===== config.mk =====
export PLATFORM = sky130hd
export DESIGN_NAME = rs232_rx_fifo
export DESIGN_NICKNAME = d
export VERILOG_FILES = /design/src/rtl/rs232_rx_fifo_pkg.sv /design/src/rtl/rs232_rx_fifo_mem_dp.sv /design/src/rtl/rs232_rx_fifo.sv
export SDC_FILE = /design/constraint.sdc
export NUM_CORES = 1
export LEC_CHECK = 0
export ABC_CLOCK_PERIOD_IN_PS = 2300
export CAP_MARGIN = 40
export CORE_MARGIN = 4
export CORE_UTILIZATION = 57
export DETAILED_ROUTE_END_ITERATION = 8
export DONT_BUFFER_PORTS = 1
export PLACE_DENSITY = 0.76
export SYNTH_ARGS = -nofsm -noshare
export SYNTH_HDL_FRONTEND = slang
export SYNTH_SLANG_ARGS = --single-unit

===== constraint.sdc =====
create_clock -name clk -period 2.3 [get_ports clk]
set_clock_uncertainty 0.05 [all_clocks]
set_input_delay 0.345 -clock clk [delete_from_list [all_inputs] [get_ports clk]]
set_output_delay 0.345 -clock clk [all_outputs]
set_load 0.1 [all_outputs]

===== src/rtl/rs232_rx_fifo_pkg.sv =====
// Shared constants for the RS-232 receive FIFO: CPU IO word indices, status bit
// positions and the default address width.
// Build option: RXFIFO_LEVEL_EN adds the entry count to status word RX_STAT.
package rs232_rx_fifo_pkg;

  // IO word indices on the CPU bus
  localparam int unsigned RX_DATA = 2;
  localparam int unsigned RX_STAT = 3;

  // Status word bit positions
  localparam int unsigned STAT_RDY       = 0;
  localparam int unsigned STAT_OVR       = 1;
  localparam int unsigned STAT_LEVEL_LSB = 3;

  // Default address width: 16-entry FIFO
  localparam int unsigned RXFIFO_AW = 4;

  // Byte width carried by the FIFO
  localparam int unsigned RX_DW = 8;

endpackage : rs232_rx_fifo_pkg


===== src/rtl/rs232_rx_fifo_mem_dp.sv =====
// fifo_mem_dp: 2**AW x 8 distributed RAM, synchronous write, asynchronous read.
// No reset on the array so it maps onto LUT RAM.
module fifo_mem_dp #(
  parameter int unsigned AW = 4
) (
  input  logic          clk,
  input  logic          we,
  input  logic [AW-1:0] waddr,
  input  logic [7:0]    wdata,
  input  logic [AW-1:0] raddr,
  output logic [7:0]    rdata
);

  localparam int unsigned DEPTH = 2**AW;

  logic [7:0] mem [DEPTH];

  // Write port: one byte per clock when enabled
  always_ff @(posedge clk) begin
    if (we) begin
      mem[waddr] <= wdata;
    end
  end

  // Asynchronous read port
  assign rdata = mem[raddr];

endmodule : fifo_mem_dp


===== src/rtl/rs232_rx_fifo.sv =====
// rs232_rx_fifo: receive-side byte FIFO between RS232R and the CPU IO bus.
// Every byte flagged by the receiver is acked at once; a full FIFO drops the
// byte and sets a sticky overrun flag that the CPU clears via clr_ovr.
// Build option: RXFIFO_LEVEL_EN drives level_out with the entry count
// (otherwise level_out is tied to zero).
module rs232_rx_fifo
  import rs232_rx_fifo_pkg::*;
#(
  parameter int unsigned AW = RXFIFO_AW
) (
  input  logic          clk,
  input  logic          rst,
  input  logic          rx_rdy,
  input  logic [7:0]    rx_data,
  output logic          rx_done,
  input  logic          rd_pop,
  input  logic          clr_ovr,
  output logic [7:0]    data_out,
  output logic          rdy_out,
  output logic          ovr_out,
  output logic [AW:0]   level_out
);

  localparam int unsigned DEPTH = 2**AW;
  localparam int unsigned CW    = AW + 1;

  logic [AW-1:0] wr_ptr, wr_ptr_nxt;
  logic [AW-1:0] rd_ptr, rd_ptr_nxt;
  logic [CW-1:0] count, count_nxt;
  logic          ovr, ovr_nxt;

  logic          push;
  logic          pop;
  logic          full;
  logic          wr_en;
  logic [7:0]    mem_rdata;

  // Request decode: a pop needs data, a push is taken when room or a pop frees a slot
  always_comb begin
    push  = rx_rdy & rst;
    pop   = rd_pop & rst & (count != '0);
    full  = (count == CW'(DEPTH));
    wr_en = push & (~full | pop);
  end

  // Next-state for pointers, count and overrun flag
  always_comb begin
    wr_ptr_nxt = wr_ptr;
    rd_ptr_nxt = rd_ptr;
    count_nxt  = count;
    ovr_nxt    = ovr;

    if (wr_en) begin
      wr_ptr_nxt = wr_ptr + AW'(1);
    end
    if (pop) begin
      rd_ptr_nxt = rd_ptr + AW'(1);
    end

    unique case ({wr_en, pop})
      2'b10:   count_nxt = count + CW'(1);
      2'b01:   count_nxt = count - CW'(1);
      default: count_nxt = count;
    endcase

    // Overflow set has priority over a same-cycle clear
    if (clr_ovr) begin
      ovr_nxt = 1'b0;
    end
    if (push && !wr_en) begin
      ovr_nxt = 1'b1;
    end
  end

  // State registers with synchronous active-low reset; storage is left as-is
  always_ff @(posedge clk) begin
    if (!rst) begin
      wr_ptr <= '0;
      rd_ptr <= '0;
      count  <= '0;
      ovr    <= 1'b0;
    end else begin
      wr_ptr <= wr_ptr_nxt;
      rd_ptr <= rd_ptr_nxt;
      count  <= count_nxt;
      ovr    <= ovr_nxt;
    end
  end

  fifo_mem_dp #(
    .AW (AW)
  ) u_mem (
    .clk   (clk),
    .we    (wr_en),
    .waddr (wr_ptr),
    .wdata (rx_data),
    .raddr (rd_ptr),
    .rdata (mem_rdata)
  );

  // Bus-facing outputs: ack, head byte and status straight from registered state
  always_comb begin
    rx_done  = rx_rdy & rst;
    rdy_out  = (count != '0);
    ovr_out  = ovr;
    data_out = rdy_out ? mem_rdata : 8'h00;
  end

`ifdef RXFIFO_LEVEL_EN
  assign level_out = count;
`else
  assign level_out = '0;
`endif

endmodule : rs232_rx_fifo


; Yosys cells after proc, flatten, opt, wreduce, memory -nomap -nowiden
; Memories as Yosys holds them, arrays and structs flattened. A register that Yosys moved wholly into a read port is not among the register bits.
; Cells that the tools add are included.
[word_totals]
ff_bits = 14
inputBits = 13
ram_bits = 128
wordCells = 31
mem_count = 1
out_inout_bits = 16
[op_classes]
reduce_logical = 5
n_addsub = 4
eq_ne = 3
mux = 8
bitwise_logic = 6
[mem_list]
columns = name, words, width, read_ports, rd_ports_with_merged_regs, write_ports, line
row1 = u_mem.mem, 16, 8, 1, 1, 1, rs232_rx_fifo_mem_dp.sv:16  ; logic [7:0] mem [DEPTH];
[ops]
columns = cell, n
row1 = one-hot mux 5 bit (2 select lines), 1
row2 = "adder 4 x 1 -> 4 bit, second input constant", 2
row3 = two-way mux 4 bit, 2
row4 = two-way mux 8 bit, 1
row5 = "adder 5 x 1 -> 5 bit, second input constant", 1
row6 = "== test 5 bit, second input constant", 1
row7 = nonzero test 5 bit, 1
row8 = "subtractor 5 x 1 -> 5 bit, second input constant", 1
row9 = AND 1 bit, 4
row10 = two-way mux 1 bit, 4
row11 = nonzero test 2 bit, 2
row12 = "== test 2 x 1 -> 1 bit, second input constant", 1
row13 = "== test 2 bit, second input constant", 1
row14 = logical AND 1 bit, 1
row15 = zero test 1 bit, 1
row16 = NOT 1 bit, 1
row17 = OR 1 bit, 1

; Logic depth before layout (Yosys ltp)
; Gate-level depths: netlist of run 1.
[depth]
word_depth = 7
depth_mapped = 10
ltp_nobuf = 9

; Hierarchy
; Synthesis of run 1 repeated with hierarchy kept, for this count alone.
[unflattened]
cells_unflattened = 329
area_unflattened_um2 = 5924.4
[modules_own_cells]
columns = module, instances, cells_per_inst, area_each_um2, seq_area_each_um2
row1 = fifo_mem_dp, 1, 221, 4987.3, 3843.7
row2 = rs232_rx_fifo, 1, 108, 937.1, 280.3

; Least setup slack after synthesis of run 1
; OpenSTA, ideal clock, no wires.
[synth_path]
kind = flip-flop to output port
from = register with a tool-made name
to = output data_out[5]
t_required_ns = 1.905
arrival_ns = 3.485
slack_ns = -1.580
n_path_buf = 2
stages_incl_launch_ff = 6
path_cell_list = dfxtp_1 buf_2 buf_1 mux4_2 a211oi_1 a211oi_1
[synth_lines]
columns = element, line
row1 = to (decl), rs232_rx_fifo.sv:18  ; output logic [7:0] data_out,

==> flow_summary.ini, run 1 <==
[yosys]
synth.lib_cells_used.distinct = 43
synth_area_in_adders_pct = 2.01
simple_gate_area_share_of_the_yosys_netlist_pct = 5.51
summed_instance_area_of_the_synthesized_netlist_um2 = 5970
yosys-mux-area-fraction_pct = 14.6
synth-edff-count = 128
asyncSetResetFlopFracSynth_pct = 0
synth_ff_type = sky130_fd_sc_hd__edfxtp_1
avgSynthCellArea_um2 = 17.7
sequential_fraction_of_the_synthesis_area_pct = 70.4
synth-seq-cells = 146
post_synth_inst_count = 338
share_of_the_synthesized_area_in_compound_gates_ao_oa_aoi_oai_pct = 3.84
synthXorXnorAreaFrac_pct = 0.734
yosysWarnings = 0
synth_top_family_by_area = multiplexers

[sta]
holdWs_ns = 0.0594
final_hold_viol_count = 0
final_critical_path_time_including_i_o_delays_and_setup_ns = 2.72
slew_limit_headroom_pct = 41.5
setup_repair_after_global_routing_missed_its_margin = true
max_clock_freq_mhz = 367
report.final.slew_viol_count = 0
worstMarginPinSlew_ns = 0.873
post-route-period-util_pct = 118
setup_viol_count_final = 11
fin_ws_ns = -0.422

[setup_path]
path_class = register to primary output
crit_required_ns = 1.90
critical_path.max_fanout = 7
setup.worst_path.start_class = register
worst_setup_path_end_kind = primary output
critical_path_arrival_ns = 2.33

[flow_run]
maxCapViolCount = 0

[placed_design]
place_worst_setup_slack_ns = -0.00665
placed_area_um2 = 6660
io_buffers = 0
gp_congestion = 0.779
estimated_wirelength_of_the_detail_placed_design_um = 7440

[clocking]
insertion_delay_ns = 0.52
clock-root-buffer = sky130_fd_sc_hd__clkbuf_8
cts_tree = done
h-tree-depth = 4
maximum_count_of_clock_buffers_along_a_single_path = 2
worst_setup_hold_path_clk_slew_ns = 0.06
numCtsBuffers = 17
clkSinkCount = 146

[power]
p_leak_nw = 2.56
power_per_cell_area_nw_per_um2 = 1280
power.ir.vdd_worst_mv = 1.02

[global_routing]
wire_length_of_the_first_global_routing_pass_um = 19900
gr-total-overflow = 0
grt_use_total_pct = 23.7
vias_in_the_first_global_route = 3442
grt_antenna_before_repair = 0
grt_max_degree = 25

[floorplan]
number_of_i_o_pins = 29
chipWidth_um = 110
start_util_pct = 58.1
die_h_um = 110
core_region_area_um2 = 10300
die_area_um2 = 12200
floorplan.rows = 37

[drt]
drtAntennaViolNets = 0
totalWireLength_um = 12800
avgRoutedWirePerCell_um = 23.4
route.detailed.drc = 0
via_per_inst = 5.96
total_iterations_of_the_first_detailed_routing_run = 4
vias = 3244
violation_count_after_the_first_detailed_route_iteration = 270

[layout]
mostFrequentLayoutCells = sky130_fd_sc_hd__edfxtp_1, sky130_fd_sc_hd__mux4_2, sky130_fd_sc_hd__buf_4
layout_commonest_cell = sky130_fd_sc_hd__edfxtp_1
antennaDiodeCount = 0
proportion_of_layout_cells_with_a_drive_suffix_above_1_pct = 40.2
finalNetCount = 418
layout.cell_area.non_filler_um2 = 7670
flow.area_growth_from_synthesis_pct = 28.6

[worst_hold_path]
worstHoldPathType = primary input to register

[status]
failed_checks = setup timing
status = finished with violations
-- where the power goes --
group          switching (mW)  internal (mW)  total [mW]
logic                    2.16           1.68        3.83
clock network           0.997           1.96        2.95
registers              0.0668           2.98        3.04
total                    3.22           6.61        9.83
-- critical path: stages (launching register included) --
cell                       delay, ns
sky130_fd_sc_hd__dfxtp_4        0.39
sky130_fd_sc_hd__buf_16         0.14
sky130_fd_sc_hd__mux4_2         0.49
sky130_fd_sc_hd__nor2b_2        0.18
sky130_fd_sc_hd__a211oi_2       0.21
sky130_fd_sc_hd__buf_4          0.16
sky130_fd_sc_hd__a211oi_4       0.05
sky130_fd_sc_hd__buf_12         0.18
-- state kept, by name, indices dropped and copies added (netlist names), named ones only --
register	count
count	5
ovr_out	1
rd_ptr	4
u_mem.mem	128
wr_ptr	4
-- metrics by stage --
step           utilization (%)  instances  total power [mW]  TNS [ns]
2_1_floorplan                -        342              5.44    -0.128
3_3_place_gp              64.5        489              6.38         0
6_report                  74.7        544              9.83     -3.20
5_1_grt                   74.7        544              10.2     -4.11
4_1_cts                   73.8        541              9.79     -3.64
3_5_place_dp              64.8        493              6.45  -0.00665
-- cell type report --
type                       count  area, um^2
sequential                   146        4210
fill                         579        2600
multi-input combinational    162        1910
inverter                       8        40.0
tap                          136         170
clock inverter                13         215
timing repair buffer          61         711
clock buffer                  18         418
-- synth_stat cells (all sizes together), types with 2 or more instances --
cell type / count / area, um^2
dfxtp: 18 / 360
buf: 17 / 104
mux2i: 15 / 150
ha: 8 / 100
and2: 2 / 12.5
edfxtp: 128 / 3840
a21oi: 4 / 20.0
o21ai: 2 / 13.8
xor2: 4 / 35.0
nand3: 3 / 15.0
a211oi: 16 / 120
nor3: 5 / 25.0
nor2: 22 / 82.6
nand2: 13 / 56.3
inv: 7 / 26.3
nor2b: 8 / 50.1
o21a: 2 / 15.0
mux4: 32 / 721
clkbuf: 9 / 35.0
nand2b: 6 / 37.5
-- routing by layer --
| layer | track usage [%] | vias up | part of all wire, % |
|---|---|---|---|
| li1 | - | 1436 | - |
| met1 | 29.1 | 1669 | 38 |
| met2 | 39.8 | 121 | 53 |
| met3 | 7.75 | 18 | 7.8 |
| met4 | 8.18 | 0 | 1.6 |
| met5 | 0 | - | 0 |
-- cells by family (layout without fill, tap and decap cells) --
logic type,after synthesis,in the layout
xor gates and xnor gates,5,5
buffers and inverters,34,100
adders and majority gates,9,9
other,1,5
DFF,146,146
AOI/OAI and AO/OA,31,31
and+or+nand+nor,65,65
muxes,47,47
-- worst paths after layout --
kind,from,endpoint,slack [ns],cells past startpoint
max,register,data_out[0],-0.42,7
min,rst,wr_ptr[0],0.06,3
max reg2reg,count[3],count[4],-0.01,10
min reg2reg,count[0],count[0],0.51,2
-- what timing repair did --
| item | 4_1_cts | 5_1_grt |
|---|---|---|
| hold buffers | 12 | 0 |
| buffers inserted | 4 | 3 |
| resized for setup | 22 | 16 |
| pin swaps | 11 | 15 |
| hold endpoints to repair | 138 | 0 |
| setup endpoints to repair | 9 | 51 |
| cloned | 2 | 0 |
No activity file was read; power rests on OpenSTA's default activity.
==> run 2: changes to the inputs <==
--- a/config.mk
+++ b/config.mk
@@ -11,6 +11,7 @@
 export CORE_UTILIZATION = 57
 export DETAILED_ROUTE_END_ITERATION = 8
 export DONT_BUFFER_PORTS = 1
+export MAX_ROUTING_LAYER = met4
 export PLACE_DENSITY = 0.76
 export SYNTH_ARGS = -nofsm -noshare
 export SYNTH_HDL_FRONTEND = slang
==> flow_summary.ini, run 2 (same netlist as run 1, synthesis figures left out) <==
[status]
status = finished with violations
failed_checks = setup timing

[power]
clock_power_share_pct = 29.9
p_int_mw = 6.64
seq_power_share_pct = 30.8
power.ir.vdd_worst_mv = 0.956
design_power_total_mw = 9.88
combinationalPowerShare_pct = 39.3
power_per_cell_area_nw_per_um2 = 1280
netSwitchingPower_mw = 3.24
netSwitchingFraction_pct = 32.8
p_leak_nw = 2.57

[layout]
flow.area_growth_from_synthesis_pct = 29.4
finalNetCount = 420
n_fill_cell = 570
seqCellArea_um2 = 4210
largestRegisters = u_mem.mem: 128 flops, count: 5 flops
largest_register_ffs = 128
proportion_of_layout_cells_with_a_drive_suffix_above_1_pct = 42.2
largest_register = u_mem.mem
mostFrequentLayoutCells = sky130_fd_sc_hd__edfxtp_1, sky130_fd_sc_hd__mux4_2, sky130_fd_sc_hd__buf_4
antennaDiodeCount = 0
multi_input_comb_area_um2 = 1950
layout_commonest_cell = sky130_fd_sc_hd__edfxtp_1

[sta]
final_hold_viol_count = 0
final_critical_path_time_including_i_o_delays_and_setup_ns = 2.72
setup_viol_count_final = 15
max_clock_freq_mhz = 367
report.final.slew_viol_count = 0
setup_repair_after_global_routing_missed_its_margin = true
post-route-period-util_pct = 118
fin_ws_ns = -0.424
worstMarginPinSlew_ns = 0.849
holdWs_ns = 0.0508
slew_limit_headroom_pct = 43.3

[clocking]
clkSinkCount = 146
insertion_delay_ns = 0.52
maximum_count_of_clock_buffers_along_a_single_path = 2
numCtsBuffers = 17
cts_tree = done
worst_setup_hold_path_clk_slew_ns = 0.06
clock-root-buffer = sky130_fd_sc_hd__clkbuf_8
h-tree-depth = 4

[setup_path]
critical_path_arrival_ns = 2.33
cp_num_buf_inv = 3
critPathMostFrequentCell = sky130_fd_sc_hd__buf_12
critical-path-slowest-cell = sky130_fd_sc_hd__mux4_2
crit_required_ns = 1.90
critPathTopFamily = multiplexers
worst_setup_path_end_kind = primary output
path_class = register to primary output
cpPeakStageDelay_ns = 0.53
reg2reg_slack_ns = -0.15
critical_path.max_fanout = 8
crit_chain = buf_12, mux4_2, nor2b_4, a211oi_2, buf_4, a211oi_4, buf_12
setup.worst_path.start_class = register

[global_routing]
grt_max_degree = 25
grt_use_total_pct = 24.4
vias_in_the_first_global_route = 3429
grt_antenna_before_repair = 0
wire_length_of_the_first_global_routing_pass_um = 19900
use_met2_pct = 39.6
gr-total-overflow = 0
grt_util_met3_pct = 7.75
grtUsageMet1_pct = 29.1
grt_most_used_layer = met2

[placed_design]
place_worst_setup_slack_ns = -0.00665
estimated_wirelength_of_the_detail_placed_design_um = 7440
gp_congestion = 0.790
io_buffers = 0

[drt]
route.detailed.drc = 0
drtAntennaViolNets = 0
via_per_inst = 5.95
total_iterations_of_the_first_detailed_routing_run = 5
avgRoutedWirePerCell_um = 23.6
violation_count_after_the_first_detailed_route_iteration = 317
vias = 3250
totalWireLength_um = 12900

[floorplan]
die_h_um = 110
chipWidth_um = 110
core_region_area_um2 = 10300
number_of_i_o_pins = 29
die_area_um2 = 12200
floorplan.rows = 37
start_util_pct = 58.1

[worst_hold_path]
worstHoldPathType = primary input to register

[flow_run]
maxCapViolCount = 0
run 2: changes by cell type in the layout (fill, tap and decap cells not counted), sizes merged:
cell	delta
buf	+2
run 2: per-stage QoR:
stage                     utilization, %  instance area, um^2  cells  setup TNS [ns]
after floorplan                        -                 6220    342          -0.128
after global placement              64.5                 6630    489               0
after detailed placement            64.8                 6660    493        -0.00665
after CTS                           73.8                 7590    541           -3.64
after global routing                75.2                 7730    546           -5.35
final                               75.2                 7730    546           -4.05
run 2: per-layer routing:
layer / vias to the layer above / wire, um
met4: 0 / 245
li1: 1433 / -
met3: 23 / 946
met5: - / 0
met1: 1654 / 5000
met2: 140 / 6710
run 2: path summary, 6_finish.rpt:
check / depth (start not counted) / endpoint / startpoint
setup / recovery: 7 / data_out[1] / register
setup reg to reg: 7 / u_mem.mem[12][4] / count[2]
hold reg to reg: 2 / count[0] / count[0]
hold / removal: 3 / wr_ptr[0] / rst
run 2: area by class of cell:
| class | count | area share (%) |
|---|---|---|
| repair buffers | 63 | 9.33 |
| well taps | 136 | 2.20 |
| multi-input cells | 162 | 25.3 |
| clock inverters | 13 | 2.78 |
| inverters | 8 | 0.486 |
| flip-flops and latches | 146 | 54.5 |
| clock buffers | 18 | 5.41 |
run 2: power groups by stage:
stage / sequential (mW) / clock [mW] / combinational, mW
after floorplan: 3.08 / 0 / 2.36
after global placement: 3.07 / 0 / 3.30
after detailed placement: 3.08 / 0 / 3.38
after CTS: 3.04 / 2.99 / 3.77
after global routing: 3.05 / 3.12 / 4.09
final: 3.04 / 2.96 / 3.89
run 2: what timing repair did:
| action | CTS | global route |
|---|---|---|
| endpoints found under the hold margin | 138 | 0 |
| setup endpoints to repair | 9 | 51 |
| pin swaps | 11 | 15 |
| cloned | 2 | 0 |
| hold buffers | 12 | 0 |
| setup buffers | 4 | 4 |
| gates resized for setup | 22 | 24 |
run 2: worst register-to-register path: stages, from the launching register on:
cell                      delay (ns)
sky130_fd_sc_hd__dfxtp_2        0.31
sky130_fd_sc_hd__or4_4          0.57
sky130_fd_sc_hd__buf_6          0.14
sky130_fd_sc_hd__buf_6          0.11
sky130_fd_sc_hd__o31a_1         0.34
sky130_fd_sc_hd__nand2_1        0.27
sky130_fd_sc_hd__nor2_1         0.20
sky130_fd_sc_hd__buf_4          0.21
